### src/rtl/fifo_rd_ctrl_if.sv
// fifo_rd_ctrl_if
// Bundles the read-side FIFO signals between the read controller and its
// surroundings (synchronizer, FIFO memory and consumer).
//   rq2_wptr  : Gray write pointer already synchronized into the read domain
//   mem_rdata : combinational read data from the FIFO memory at raddr
//   rd_ready  : consumer accepts rd_data this cycle
//   raddr     : memory read address
//   rptr      : registered Gray read pointer, toward the write domain
//   rempty    : registered empty flag for the memory side
//   rd_data   : registered output word
//   rd_valid  : rd_data holds an unconsumed word
//   rlevel    : registered count of words in memory not yet popped
// The slave modport is the controller; the master modport is everything
// around it.
interface fifo_rd_ctrl_if #(
  parameter int DATA_WIDTH = 4,
  parameter int ADDR_WIDTH = 7
);
  localparam int PTR_WIDTH = ADDR_WIDTH + 1;

  logic [PTR_WIDTH-1:0]  rq2_wptr;
  logic [DATA_WIDTH-1:0] mem_rdata;
  logic                  rd_ready;
  logic [ADDR_WIDTH-1:0] raddr;
  logic [PTR_WIDTH-1:0]  rptr;
  logic                  rempty;
  logic [DATA_WIDTH-1:0] rd_data;
  logic                  rd_valid;
  logic [PTR_WIDTH-1:0]  rlevel;

  modport master (
    output rq2_wptr,
    output mem_rdata,
    output rd_ready,
    input  raddr,
    input  rptr,
    input  rempty,
    input  rd_data,
    input  rd_valid,
    input  rlevel
  );

  modport slave (
    input  rq2_wptr,
    input  mem_rdata,
    input  rd_ready,
    output raddr,
    output rptr,
    output rempty,
    output rd_data,
    output rd_valid,
    output rlevel
  );
endinterface

### src/rtl/fifo_rd_ctrl.sv
// fifo_rd_ctrl
// Read-side controller of the dual-clock FIFO, entirely in the read clock
// domain. Owns the binary and Gray read pointers, addresses the FIFO memory,
// derives the registered empty flag from the synchronized write pointer,
// reports occupancy and hands popped words to the consumer through a
// registered valid/ready output stage.
// Ports:
//   clk : read-domain clock, all state on the rising edge
//   rst : asynchronous active-low reset (0 = reset)
//   bus : fifo_rd_ctrl_if slave modport (pointer, memory and consumer signals)
module fifo_rd_ctrl #(
  parameter int DATA_WIDTH  = 4,
  parameter int FIFO_LENGTH = 128,
  parameter int ADDR_WIDTH  = 7
) (
  input logic           clk,
  input logic           rst,
  fifo_rd_ctrl_if.slave bus
);
  localparam int PTR_WIDTH = ADDR_WIDTH + 1;

  // The pointer arithmetic relies on the memory depth being exactly
  // 2**ADDR_WIDTH so that the extra MSB distinguishes full from empty.
  generate
    if (FIFO_LENGTH != (1 << ADDR_WIDTH)) begin : g_bad_depth
      $error("fifo_rd_ctrl: FIFO_LENGTH must equal 2**ADDR_WIDTH");
    end
  endgenerate

  logic [PTR_WIDTH-1:0]  rbin;
  logic [PTR_WIDTH-1:0]  rbin_next;
  logic [PTR_WIDTH-1:0]  rgray;
  logic [PTR_WIDTH-1:0]  rgray_next;
  logic [PTR_WIDTH-1:0]  wbin;
  logic [PTR_WIDTH-1:0]  rlevel_q;
  logic [PTR_WIDTH-1:0]  rlevel_next;
  logic                  rempty_q;
  logic                  rd_valid_q;
  logic [DATA_WIDTH-1:0] rd_data_q;
  logic                  pop;

  // A word is popped from memory whenever memory is non-empty and the output
  // register is free or being drained this cycle, which allows one word per
  // clock under continuous acceptance. The write pointer is converted from
  // Gray to binary (bit i is the XOR of all Gray bits at or above i) so the
  // occupancy can be formed by plain subtraction against the next read
  // pointer; the word parked in the output register is therefore excluded.
  always_comb begin
    pop         = ~rempty_q & (~rd_valid_q | bus.rd_ready);
    rbin_next   = rbin + {{(PTR_WIDTH-1){1'b0}}, pop};
    rgray_next  = (rbin_next >> 1) ^ rbin_next;
    wbin        = '0;
    for (int i = 0; i < PTR_WIDTH; i++) begin
      wbin[i] = ^(bus.rq2_wptr >> i);
    end
    rlevel_next = wbin - rbin_next;
  end

  // Pointer, empty and occupancy registers. Empty is an exact full-width Gray
  // equality, so a completely full memory (pointers differing in the MSBs)
  // never looks empty, and the pop that consumes the last word raises empty
  // on the same edge so no extra pop can follow.
  always_ff @(posedge clk or negedge rst) begin
    if (!rst) begin
      rbin     <= '0;
      rgray    <= '0;
      rempty_q <= 1'b1;
      rlevel_q <= '0;
    end else begin
      rbin     <= rbin_next;
      rgray    <= rgray_next;
      rempty_q <= (rgray_next == bus.rq2_wptr);
      rlevel_q <= rlevel_next;
    end
  end

  // Output stage: a pop loads the word currently addressed in memory and
  // keeps valid high even if the previous word is being accepted in the
  // same cycle; without a pop an accepted word simply drops valid while the
  // data register holds its last value.
  always_ff @(posedge clk or negedge rst) begin
    if (!rst) begin
      rd_data_q  <= '0;
      rd_valid_q <= 1'b0;
    end else if (pop) begin
      rd_data_q  <= bus.mem_rdata;
      rd_valid_q <= 1'b1;
    end else if (bus.rd_ready) begin
      rd_valid_q <= 1'b0;
    end
  end

  assign bus.raddr    = rbin[ADDR_WIDTH-1:0];
  assign bus.rptr     = rgray;
  assign bus.rempty   = rempty_q;
  assign bus.rd_data  = rd_data_q;
  assign bus.rd_valid = rd_valid_q;
  assign bus.rlevel   = rlevel_q;
endmodule

### src/flat_wrapper.sv
// flat-port wrapper written by rule: the top's interface ports become plain ports
module fifo_rd_ctrl_flat 
#(
  parameter int DATA_WIDTH  = 4,
  parameter int FIFO_LENGTH = 128,
  parameter int ADDR_WIDTH  = 7
)
  (clk, rst, bus_rq2_wptr, bus_mem_rdata, bus_rd_ready, bus_raddr, bus_rptr, bus_rempty, bus_rd_data, bus_rd_valid, bus_rlevel);
  fifo_rd_ctrl_if #(.DATA_WIDTH(DATA_WIDTH), .ADDR_WIDTH(ADDR_WIDTH)) bus_i ();
  input logic clk;
  input logic rst;
  input wire logic [$bits(bus_i.rq2_wptr)-1:0] bus_rq2_wptr;
  input wire logic [$bits(bus_i.mem_rdata)-1:0] bus_mem_rdata;
  input wire logic [$bits(bus_i.rd_ready)-1:0] bus_rd_ready;
  output wire logic [$bits(bus_i.raddr)-1:0] bus_raddr;
  output wire logic [$bits(bus_i.rptr)-1:0] bus_rptr;
  output wire logic [$bits(bus_i.rempty)-1:0] bus_rempty;
  output wire logic [$bits(bus_i.rd_data)-1:0] bus_rd_data;
  output wire logic [$bits(bus_i.rd_valid)-1:0] bus_rd_valid;
  output wire logic [$bits(bus_i.rlevel)-1:0] bus_rlevel;
  assign bus_i.rq2_wptr = bus_rq2_wptr;
  assign bus_i.mem_rdata = bus_mem_rdata;
  assign bus_i.rd_ready = bus_rd_ready;
  assign bus_raddr = bus_i.raddr;
  assign bus_rptr = bus_i.rptr;
  assign bus_rempty = bus_i.rempty;
  assign bus_rd_data = bus_i.rd_data;
  assign bus_rd_valid = bus_i.rd_valid;
  assign bus_rlevel = bus_i.rlevel;
  fifo_rd_ctrl #(.DATA_WIDTH(DATA_WIDTH), .FIFO_LENGTH(FIFO_LENGTH), .ADDR_WIDTH(ADDR_WIDTH)) u_core (.clk(clk), .rst(rst), .bus(bus_i));
endmodule
### config.mk
export PLATFORM = sky130hd
export DESIGN_NAME = fifo_rd_ctrl_flat
export DESIGN_NICKNAME = d
export VERILOG_FILES = /design/src/rtl/fifo_rd_ctrl_if.sv /design/src/rtl/fifo_rd_ctrl.sv /design/src/flat_wrapper.sv
export SDC_FILE = /design/constraint.sdc
export NUM_CORES = 1
export LEC_CHECK = 0
export ABC_AREA = 1
export CORE_MARGIN = 3
export CORE_UTILIZATION = 25
export DETAILED_ROUTE_END_ITERATION = 10
export HOLD_SLACK_MARGIN = 0.03
export SLEW_MARGIN = 20
export SYNTH_ARGS = -nofsm -noshare
export SYNTH_HDL_FRONTEND = slang
export SYNTH_SLANG_ARGS = --single-unit
### constraint.sdc
create_clock -name clk -period 2.5 [get_ports clk]
set_clock_uncertainty 0.1 [all_clocks]
set_input_delay 0.5 -clock clk [delete_from_list [all_inputs] [get_ports clk]]
set_output_delay 0.5 -clock clk [all_outputs]
set_load 0.02 [all_outputs]
==> metrics <==
CTS Root Buffer Type=clkbuf_8; PD cells=1410 mW/mm^2; H-Tree Depth=2; Multi-input gate area=0.00106 mm^2; Worst Path Max Fanout=3; CTS tree=built; Simple-Gate Fraction of Synth Area=0.275; hpwl dp=3280 um; CTS sink cnt=29; initial antenna violation count=0; DP Cell Count=366; die height=89.4 um; Syn Inst Count=207; most used cell, CP=ha_4; status=complete, no violations; largest net degree at the start of global routing=30; post-synthesis mux area share=0; Synth Area in XOR/XNOR=0.124; Core Util, Final=0.444; sequential power share=0.204; Synth Area in Compound Gates=0.0216; WP data required=2.57 ns; WL final=4350 um; average size of a mapped cell=8.40 um^2; post-synthesis adder-cell area fraction=0.0763; port buffer count=43; Seq/Total Area, Yosys=0.418; post-synthesis register bit count=29; Residual DRC=0; I/O pins=44; startpoint type of the worst setup path=register; leakage power=1.44 nW; CP max stage cell=dfrtp_1; number of library cell types mapped by synthesis=26; Largest stage delay, worst path=0.42 ns; clk slew on worst S/H paths=0.07 ns; measured slew at the worst slew-check pin=0.392 ns; Synth warnings=0; Switching Share=0.419; n_diodes=0; RSZ-0062 raised after global routing=true; cell breakdown of the critical path=a21oi_4 -> ha_4 -> ha_4 -> nand3_4 -> nor3_4 -> xor2_2 -> ha_1 -> buf_4 -> a21oi_1 -> nand2_1 -> xnor2_1; Initial Utilization=0.266; core area=0.00653 mm^2; chip width=89.4 um; relative slew slack=0.739; CP top delay family=adder cells; DR WL/cell=11.5 um; vias in the first global route=1599; Pint=2.37 mW; initial DRC count=45; min Tclk post-route=2.39 ns; fin cells=379; Data arrival, critical path=2.46 ns; Buf+Inv Stages, Crit Path=1; switching power=1.71 mW; first-pass GRT wire length=7200 um; Worst setup EP type=register; FF+latch area=727 um^2; Synth Cell Area=0.00174 mm^2; Final #Nets=326; Net Count, Synth=232; Post-Place Setup Slack=-0.712 ns; total power=4.08 mW; Setup violations, final=0; std cell rows=29; max frequency=418 MHz; CTS Buffer Depth=2; most frequent cells in the layout=nand2_1, buf_4, clkdlybuf4s50_1; Overflow after GRT=0; Filler cells=640; routability congestion estimate=0.830; max cap viols=0; WHS=0.378 ns; PnR worst setup slack=0.109 ns; Skew-Pair Late Insertion Delay=0.28 ns; commonest non-fill, non-tap cell in the layout=nand2_1; Max VDD drop=0.000399 V; vias per cell=4.21; Fin. Hold Viols=0; Syn-to-layout area delta=66.9%; Overall Global Routing Usage=0.118; CTS Buf Count=5; fin crit share=0.957; worst hold path class=register to register; die area=0.00799 mm^2; count of pins over their slew limit=0; fraction of layout cells with a size suffix above 1=0.358; largest family of logic cells by synthesized area=simple AND/OR/NAND/NOR gates; clock power share=0.125; Comb pwr share=0.672; WS Path Type=register to register; DR vias=1595; first-pass detailed-route iteration total=4; antenna viol nets, final=0
==> cell usage after synthesis <==
cell type / count / area (um^2)
nand3_1: 10 / 50.1
inv_1: 30 / 113
xor2_2: 3 / 48.8
xor2_1: 15 / 131
nor2_1: 6 / 22.5
nor2_2: 4 / 25.0
nor3_2: 1 / 10.0
buf_6: 1 / 11.3
o21ai_0: 1 / 5.00
a21oi_1: 5 / 25.0
or2_1: 2 / 12.5
nand2_2: 5 / 31.3
xnor2_1: 4 / 35.0
nor4_1: 1 / 6.26
fa_1: 1 / 20.0
nand3_2: 2 / 20.0
dfstp_2: 1 / 26.3
inv_2: 4 / 15.0
o21bai_1: 1 / 7.51
clkinv_4: 1 / 8.76
dfrtp_1: 28 / 701
nor3_4: 1 / 16.3
ha_1: 9 / 113
nand4_1: 4 / 25.0
nor2_4: 1 / 11.3
nand2_1: 66 / 248
==> layout make-up <==
cell class | instances | area share
clock buffer | 7 | 0.0298
clock inverter | 1 | 0.0104
inverter | 35 | 0.0513
sequential | 29 | 0.251
multi-input combinational | 142 | 0.367
tap | 77 | 0.0332
timing repair buffer | 88 | 0.258
==> path summary, 6_finish.rpt <==
kind,startpoint,to,slack (ns),depth (start not counted)
max,u_core.bus.rd_valid$_DFFE_PN0P_,u_core.bus.rlevel[7]$_DFF_PN0_,0.11,11
min,u_core.bus.rd_data[1]$_DFFE_PN0P_,u_core.bus.rd_data[1]$_DFFE_PN0P_,0.38,2
max reg2reg,u_core.bus.rd_valid$_DFFE_PN0P_,u_core.bus.rlevel[7]$_DFF_PN0_,0.11,11
min reg2reg,u_core.bus.rd_data[1]$_DFFE_PN0P_,u_core.bus.rd_data[1]$_DFFE_PN0P_,0.38,2
max in group asynchronous,rst,u_core.bus.rempty$_DFF_PN1_,1.48,2
min in group asynchronous,rst,u_core.bus.rlevel[0]$_DFF_PN0_,0.50,2
==> state kept, by name, summed over array words and instances (netlist names) <==
| register | cells |
|---|---|
| u_core.bus.rd_data | 4 |
| u_core.bus.rd_valid | 1 |
| u_core.bus.rempty | 1 |
| u_core.bus.rlevel | 8 |
| u_core.bus.rptr | 7 |
| u_core.rbin | 8 |
==> per-layer routing <==
layer | global-route usage | part of all wire
met4 | 0.0406 | 0.022
met3 | 0.0276 | 0.042
met2 | 0.202 | 0.51
met5 | 0 | 0
met1 | 0.144 | 0.42
==> logic make-up (layout without fill, tap and decap cells) <==
kind of cell,Yosys count,count (layout)
compound gates,7,7
fa+ha+maj,10,10
simple gates,103,103
flops,29,29
buf+inv,36,131
xor+xnor,22,22
==> worst min-delay path, cell delays in order, from the launching register on <==
cell and delay [ns]:
dfrtp_1 0.35, nand2_1 0.05, nand2_1 0.05
==> repair_timing <==
| action | CTS | global route |
|---|---|---|
| endpoints found under the setup margin | 12 | 6 |
| buffers inserted | 1 | 4 |
| hold endpoints to repair | 0 | 0 |
| pin swaps | 2 | 19 |
| resized for setup | 12 | 39 |
| hold buffers | 0 | 0 |
==> stage by stage <==
step | setup TNS [ns] | area, um^2
3_5_place_dp | -6.03 | 2620
2_1_floorplan | -0.0914 | 1800
6_report | 0 | 2900
5_1_grt | -0.0671 | 2900
3_3_place_gp | -5.67 | 2620
4_1_cts | 0 | 2750
==> power by group through the flow <==
stage                     sequential (mW)  clock [mW]  combinational, mW
final                               0.832       0.509               2.74
after global routing                0.861       0.554               3.05
after CTS                           0.822       0.527               2.58
after detailed placement            0.827           0               2.54
after global placement              0.825           0               2.53
after floorplan                      1.07           0               1.13
No activity file was read; power rests on OpenSTA's default activity.
